==> config.mk <==
export PLATFORM = sky130hd
export DESIGN_NAME = seq_divider_flat
export DESIGN_NICKNAME = d
export VERILOG_FILES = /design/src/rtl/calc_pkg.sv /design/src/rtl/seq_divider_if.sv /design/src/rtl/div_step.sv /design/src/rtl/seq_divider.sv /design/src/flat_wrapper.sv
export SDC_FILE = /design/constraint.sdc
export NUM_CORES = 1
export LEC_CHECK = 0
export CORE_MARGIN = 1
export CORE_UTILIZATION = 57
export CTS_BUF_LIST = sky130_fd_sc_hd__clkbuf_16
export DETAILED_ROUTE_END_ITERATION = 10
export PLACE_DENSITY = 0.85
export SLEW_MARGIN = 25
export SYNTH_ARGS = -nofsm -noshare
export SYNTH_HDL_FRONTEND = slang
export SYNTH_HIERARCHICAL = 1
export SYNTH_SLANG_ARGS = --single-unit
==> constraint.sdc <==
create_clock -name clk -period 4.1 [get_ports clk]
set_input_delay 0.82 -clock clk [delete_from_list [all_inputs] [get_ports clk]]
set_output_delay 0.82 -clock clk [all_outputs]
set_load 0.05 [all_outputs]
==> src/rtl/calc_pkg.sv <==
// Shared constants and FSM encoding for the calculator's iterative divider.
package calc_pkg;

  localparam int N_DEF = 8;
  localparam int CNT_W = $clog2(2 * N_DEF + 1);

  typedef enum logic [1:0] {
    S_IDLE = 2'd0,
    S_RUN  = 2'd1,
    S_FIN  = 2'd2
  } state_e;

  function automatic int cnt_width(input int n);
    return $clog2(2 * n + 1);
  endfunction

endpackage

==> src/rtl/seq_divider_if.sv <==
// Start/done handshake plus operand and result bus between sequencer and divider.
interface seq_divider_if
  import calc_pkg::*;
#(
  parameter int N = N_DEF
);

  logic             start;
  logic [2*N-1:0]   dividend;
  logic [N-1:0]     divisor;
  logic             busy;
  logic             done;
  logic             div0;
  logic [2*N-1:0]   quotient;
  logic [N-1:0]     remainder;

  modport master (
    output start, dividend, divisor,
    input  busy, done, div0, quotient, remainder
  );

  modport slave (
    input  start, dividend, divisor,
    output busy, done, div0, quotient, remainder
  );

endinterface

==> src/rtl/div_step.sv <==
// One restoring shift-subtract step: shift a dividend bit into the partial remainder, subtract if it fits.
module div_step
  import calc_pkg::*;
#(
  parameter int N = N_DEF
) (
  input  logic [N:0]   pr_i,
  input  logic         bit_i,
  input  logic [N-1:0] divisor_i,
  output logic [N:0]   pr_o,
  output logic         q_o
);

  logic [N:0] shifted;
  // The incoming pr is always below the divisor, so its MSB carries no information.
  logic       unused_pr_msb;

  assign unused_pr_msb = pr_i[N];

  always_comb begin
    shifted = {pr_i[N-1:0], bit_i};
    pr_o    = shifted;
    q_o     = 1'b0;
    if (shifted >= {1'b0, divisor_i}) begin
      pr_o = shifted - {1'b0, divisor_i};
      q_o  = 1'b1;
    end
  end

endmodule

==> src/rtl/seq_divider.sv <==
// Iterative restoring divider: 2N-bit dividend / N-bit divisor, one quotient bit per clock.
module seq_divider
  import calc_pkg::*;
#(
  parameter int N = N_DEF
) (
  input  logic        clk,
  input  logic        rst,
  seq_divider_if.slave bus
);

  localparam int CW = cnt_width(N);

  state_e           state_q, state_d;
  logic [2*N-1:0]   dq_q, dq_d;
  logic [N-1:0]     dvs_q, dvs_d;
  logic [N:0]       pr_q, pr_d;
  logic [CW-1:0]    cnt_q, cnt_d;
  logic             busy_q, busy_d;
  logic             done_q, done_d;
  logic             div0_q, div0_d;
  logic [2*N-1:0]   quo_q, quo_d;
  logic [N-1:0]     rem_q, rem_d;

  logic [N:0]       step_pr;
  logic             step_q;

  div_step #(.N(N)) u_step (
    .pr_i      (pr_q),
    .bit_i     (dq_q[2*N-1]),
    .divisor_i (dvs_q),
    .pr_o      (step_pr),
    .q_o       (step_q)
  );

  always_comb begin
    state_d = state_q;
    dq_d    = dq_q;
    dvs_d   = dvs_q;
    pr_d    = pr_q;
    cnt_d   = cnt_q;
    busy_d  = busy_q;
    done_d  = 1'b0;
    div0_d  = div0_q;
    quo_d   = quo_q;
    rem_d   = rem_q;
    case (state_q)
      S_IDLE: begin
        if (bus.start) begin
          if (bus.divisor != '0) begin
            dq_d    = bus.dividend;
            dvs_d   = bus.divisor;
            pr_d    = '0;
            cnt_d   = CW'(2 * N);
            busy_d  = 1'b1;
            state_d = S_RUN;
          end else begin
            quo_d   = '1;
            rem_d   = '0;
            div0_d  = 1'b1;
            done_d  = 1'b1;
            busy_d  = 1'b0;
            state_d = S_FIN;
          end
        end
      end
      S_RUN: begin
        pr_d  = step_pr;
        dq_d  = {dq_q[2*N-2:0], step_q};
        cnt_d = cnt_q - CW'(1);
        // Results are taken straight from the final step so done lands on the same edge.
        if (cnt_q == CW'(1)) begin
          quo_d   = {dq_q[2*N-2:0], step_q};
          rem_d   = step_pr[N-1:0];
          div0_d  = 1'b0;
          done_d  = 1'b1;
          busy_d  = 1'b0;
          state_d = S_FIN;
        end
      end
      S_FIN: begin
        state_d = S_IDLE;
      end
      default: begin
        state_d = S_IDLE;
      end
    endcase
  end

  always_ff @(posedge clk) begin
    if (rst) begin
      state_q <= S_IDLE;
      dq_q    <= '0;
      dvs_q   <= '0;
      pr_q    <= '0;
      cnt_q   <= '0;
      busy_q  <= 1'b0;
      done_q  <= 1'b0;
      div0_q  <= 1'b0;
      quo_q   <= '0;
      rem_q   <= '0;
    end else begin
      state_q <= state_d;
      dq_q    <= dq_d;
      dvs_q   <= dvs_d;
      pr_q    <= pr_d;
      cnt_q   <= cnt_d;
      busy_q  <= busy_d;
      done_q  <= done_d;
      div0_q  <= div0_d;
      quo_q   <= quo_d;
      rem_q   <= rem_d;
    end
  end

  assign bus.busy      = busy_q;
  assign bus.done      = done_q;
  assign bus.div0      = div0_q;
  assign bus.quotient  = quo_q;
  assign bus.remainder = rem_q;

endmodule
==> src/flat_wrapper.sv <==
// flat-port wrapper written by rule: the top's interface ports become plain ports
module seq_divider_flat import calc_pkg::*;
#(
  parameter int N = N_DEF
)
  (clk, rst, bus_start, bus_dividend, bus_divisor, bus_busy, bus_done, bus_div0, bus_quotient, bus_remainder);
  seq_divider_if #(.N(N)) bus_i ();
  input  logic clk;
  input  logic rst;
  input wire logic [$bits(bus_i.start)-1:0] bus_start;
  input wire logic [$bits(bus_i.dividend)-1:0] bus_dividend;
  input wire logic [$bits(bus_i.divisor)-1:0] bus_divisor;
  output wire logic [$bits(bus_i.busy)-1:0] bus_busy;
  output wire logic [$bits(bus_i.done)-1:0] bus_done;
  output wire logic [$bits(bus_i.div0)-1:0] bus_div0;
  output wire logic [$bits(bus_i.quotient)-1:0] bus_quotient;
  output wire logic [$bits(bus_i.remainder)-1:0] bus_remainder;
  assign bus_i.start = bus_start;
  assign bus_i.dividend = bus_dividend;
  assign bus_i.divisor = bus_divisor;
  assign bus_busy = bus_i.busy;
  assign bus_done = bus_i.done;
  assign bus_div0 = bus_i.div0;
  assign bus_quotient = bus_i.quotient;
  assign bus_remainder = bus_i.remainder;
  seq_divider #(.N(N)) u_core (.clk(clk), .rst(rst), .bus(bus_i));
endmodule
# Yosys cells after proc, flatten, opt, wreduce, memory -nomap -nowiden
# Cells that the tools add are included.
dict set report op_classes {
  mux 34
  eq_ne 6
  add_sub_neg 2
  reduce_logical 8
  n_lt_le_gt_ge 1
}
# operator count
set op_table {}
lappend op_table {{2-to-1 mux 16 bit} 5}
lappend op_table {{case mux 16 bit (2 select lines)} 2}
lappend op_table {{2-to-1 mux 8 bit} 6}
lappend op_table {{case mux 8 bit (2 select lines)} 2}
lappend op_table {{2-to-1 mux 5 bit} 2}
lappend op_table {{case mux 5 bit (2 select lines)} 1}
lappend op_table {{greater-or-equal comparator 9 x 8 -> 1 bit} 1}
lappend op_table {{2-to-1 mux 1 bit} 9}
lappend op_table {{AND reduction 3 bit} 3}
lappend op_table {{nonzero test 8 bit} 1}
lappend op_table {{subtractor 8 bit} 1}
lappend op_table {{2-to-1 mux 2 bit} 3}
lappend op_table {{case mux 1 bit (2 select lines)} 3}
lappend op_table {{equality test 5 x 1 -> 1 bit, second input constant} 1}
lappend op_table {{subtractor 5 x 1 -> 5 bit, second input constant} 1}
lappend op_table {{!= test 2 x 1 -> 1 bit, second input constant} 2}
lappend op_table {{!= test 2 bit, second input constant} 2}
lappend op_table {{case mux 2 bit (2 select lines)} 1}
lappend op_table {{AND reduction 4 bit} 1}
lappend op_table {{equality test 2 x 1 -> 1 bit, second input constant} 1}
lappend op_table {{logical NOT 2 bit} 1}
lappend op_table {{AND reduction 2 bit} 1}
lappend op_table {{nonzero test 2 bit} 1}
dict set report totals {
  regBits 66
  input_bits 27
}

# Depth between registers and ports, before layout
dict set report depth {
  ltp_word 4
  mapped_depth 10
  ltp_nobuf 10
}

# By module
# The synthesis kept the hierarchy.
# module cells_each area_per_inst_um2 seq_area_each_um2 instances
set by_module_without_submodules {}
lappend by_module_without_submodules {seq_divider 301 2725.1 1341.3 1}
lappend by_module_without_submodules {div_step 76 546.8 0.0 1}

# Worst setup path after synthesis
# No wires, ideal clock.
dict set report synth_path {
  kind {reg2reg}
  start {register u_core.dvs_q[4]}
  end {register u_core.rem_q[3] (netlist: u_core/bus.remainder[3])}
  arrival_time_ns 2.130
  required_time_ns 3.968
  n_path_buf 1
  setup_slack_ns 1.838
  synth_period_minus_slack_ns 2.262
  stages_incl_launch_ff 11
  setup_time_ns 0.132
  path_cell_list {dfxtp_1 -> inv_1 -> ha_1 -> a21o_1 -> o21bai_1 -> a211o_1 -> or2_1 -> buf_6 -> mux2_4 -> nand3_1 -> a21oi_1}
}
dict set report synth_via {
  elab_chain_cells 4
}
# item line_no
set synth_rtl {}
lappend synth_rtl {{start, declared} seq_divider.sv:16} ;# logic [N-1:0] dvs_q, dvs_d;
lappend synth_rtl {{start signal, assigned} seq_divider.sv:105} ;# dvs_q <= dvs_d;
lappend synth_rtl {{greater-or-equal comparator 9 x 8 -> 1 bit} div_step.sv:24} ;# if (shifted >= {1'b0, divisor_i}) begin
lappend synth_rtl {{2-to-1 mux 8 bit} div_step.sv:24}
lappend synth_rtl {{net u_core.step_pr[3]} seq_divider.sv:25} ;# logic [N:0] step_pr;
lappend synth_rtl {{2-to-1 mux 8 bit} seq_divider.sv:72} ;# if (cnt_q == CW'(1)) begin
lappend synth_rtl {{case mux 8 bit (2 select lines)} seq_divider.sv:47} ;# case (state_q)
lappend synth_rtl {{end signal, assigned} seq_divider.sv:112} ;# rem_q <= rem_d;
lappend synth_rtl {{end, declared} seq_divider.sv:23} ;# logic [N-1:0] rem_q, rem_d;
# The timed path passes the listed nets, and every way through them passes these cells. The select of a mux whose other input is x is not followed.
# A chain may end at the register's enable or synchronous reset.

# Final worst setup path
dict set report layout_path {
  start {input port bus_divisor[3]}
  end {register u_core.cnt_q[0]}
}
dict set report layout_via {
  elab_chain_cells 3
}
# item line_no
set layout_rtl {}
lappend layout_rtl {{start, declared} flat_wrapper.sv:12} ;# input wire logic [$bits(bus_i.divisor)-1:0] bus_divisor;
lappend layout_rtl {{nonzero test 8 bit} seq_divider.sv:50} ;# if (bus.divisor != '0) begin
lappend layout_rtl {{!= test 2 x 1 -> 1 bit (no source line)} -}
lappend layout_rtl {{AND reduction 3 bit (no source line)} -}
lappend layout_rtl {{end signal, assigned} seq_divider.sv:107} ;# cnt_q <= cnt_d;
lappend layout_rtl {{end, declared} seq_divider.sv:18} ;# logic [CW-1:0] cnt_q, cnt_d;
# No other way between the ends.

==> impl_metrics.ini <==
[run_status]
status = complete, no violations

[timing]
fin_worst_skew_ns = 0.00362
hold_viol_final = 0
worstMarginPinSlew_ns = 0.982
setup_tns_ns = 0
slew_viol_final = 0
post-route-min-period_ns = 2.69
max_freq_mhz = 371
period_share_pct = 65.7
slew_headroom_pct = 34.5
rsz0062_at_grt = no
final-setup-viol-count = 0

[setup_path]
slowest_stage = a211o_1
cp-end-kind = flip-flop
reg2regPathDepth = 9
crit_arrival_ns = 2.92
cp.required_ns = 4.33
path_max_fanout = 26
cpPeakStageDelay_ns = 0.75
critical_path_class = in2reg
crit_path_start_kind = primary input
worstPathCellList = clkdlybuf4s50_1 > nor4_4 > a211o_1 > a21oi_1 > a211oi_1

[yosys]
ys_warn_count = 6
netlist_area_mm2 = 0.00319
syn_avg_cell_area_um2 = 8.72
synth_nets = 404
synth_cells = 366

[floorplan]
start_util_pct = 60.9
ios = 54
coreArea_mm2 = 0.00524
die_h_um = 76.8
die_w_um = 76.8
die-area_mm2 = 0.00590
num_rows = 26

[clock_tree]
cts_buffers = 9
clock-sinks = 66
tritoncts = yes
htree_num_levels = 3
cts_hold_buffers = 0
post_cts_buffers = 0
cts-root-buf = clkbuf_16
ctsResizeCount = 0
clk_pin_slew_ns = 0.06
clockBufferDepth = 2
clk_latency_ns = 0.33

[run]
cap_violations = 0

[global_routing]
grt_pass1_wl_mm = 12.6
overflow = 0
track_usage_pct = 27.2
grt_max_degree = 42
grt_pass1_vias = 2761
antenna_found_initial = 0

[route]
vias = 2835
ant_nets = 0
routed_wirelength_mm = 7.57
wl_per_cell_um = 15.7
drtIter0Drc = 190
dr.pass1.iters = 4
vias_per_cell = 5.87
drc = 0

[placement]
dp_hpwl_mm = 4.99
place_congestion = 0.840
port-buffer-count = 53
place_area_mm2 = 0.00371

[worst_hold_path]
holdPathStages = 1
hold_class = reg2reg

[layout]
diodes = 0
nNetsFinal = 446
n_fill_cell = 378
mostFrequentLayoutCells = dfxtp_1, a21oi_1, clkdlybuf4s50_1
area_delta_synth_final_pct = 27.7
stdcell_area_mm2 = 0.00408
final_layout_size_suffix_gt1_share_pct = 11.1
final_common_cell = dfxtp_1

[power_and_ir_drop]
ir_drop_mv = 0.417
power.density_mw_per_mm2 = 578
p_leak_nw = 1.54
flip-flops by register name (all words and copies together), names as in the netlist:
| register | flops |
|---|---|
| u_core/bus.done | 1 |
| u_core/bus.div0 | 1 |
| u_core/bus.busy | 1 |
| u_core/state_q | 2 |
| u_core/bus.quotient | 16 |
| u_core/pr_q | 8 |
| u_core/cnt_q | 5 |
| u_core/dvs_q | 8 |
| u_core/dq_q | 16 |
| u_core/bus.remainder | 8 |
routing by layer:
metal  GRT usage, %  vias up  wire [um]
met5              0        -          0
met4           14.2        0        180
met3           5.36       15        320
met2           45.8       65       3720
met1           32.5     1381       3350
li1               -     1374          -
critical path: cells and delay by family:
| family | cells | cell delay, ns |
|---|---|---|
| AOI/OAI and AO/OA | 3 | 1.24 |
| and+or+nand+nor | 1 | 0.39 |
| buffers and inverters | 1 | 0.46 |
path summary, 6_finish.rpt:
kind,from,to,slack (ns)
max reg2reg,u_core/dvs_q[3],u_core/bus.remainder[4],1.52
min reg2reg,u_core/bus.quotient[7],u_core/bus.quotient[7],0.47
max,bus_divisor[3],u_core/cnt_q[0],1.41
min,u_core/bus.quotient[7],u_core/bus.quotient[7],0.47
power by group:
| part | total [mW] | internal, mW | switching (mW) | leakage [nW] |
|---|---|---|---|---|
| logic | 0.675 | 0.290 | 0.385 | 0.827 |
| registers | 0.737 | 0.696 | 0.0409 | 0.539 |
| clock network | 0.943 | 0.655 | 0.288 | 0.177 |
| total | 2.35 | 1.64 | 0.713 | 1.54 |
layout make-up:
| type | instances | area [um^2] | area share, % |
|---|---|---|---|
| inverters | 16 | 60.1 | 1.47 |
| clock buffers | 9 | 225 | 5.52 |
| well taps | 70 | 87.6 | 2.15 |
| clock inverters | 7 | 141 | 3.47 |
| repair buffers | 59 | 571 | 14.0 |
| flip-flops and latches | 66 | 1320 | 32.4 |
| multi-input cells | 256 | 1670 | 41.0 |
stage by stage:
stage	std cells	utilization, %	power [mW]	worst slack [ns]	hold slack, ns
after CTS	483	77.8	2.35	1.39	0.470
after global placement	467	70.8	1.39	1.22	0.449
after global routing	483	77.8	2.45	1.34	0.487
after floorplan	366	-	1.27	1.85	0.440
after detailed placement	467	70.8	1.40	1.15	0.454
final	483	77.8	2.35	1.41	0.466
Power figures use the tool's default switching activity.
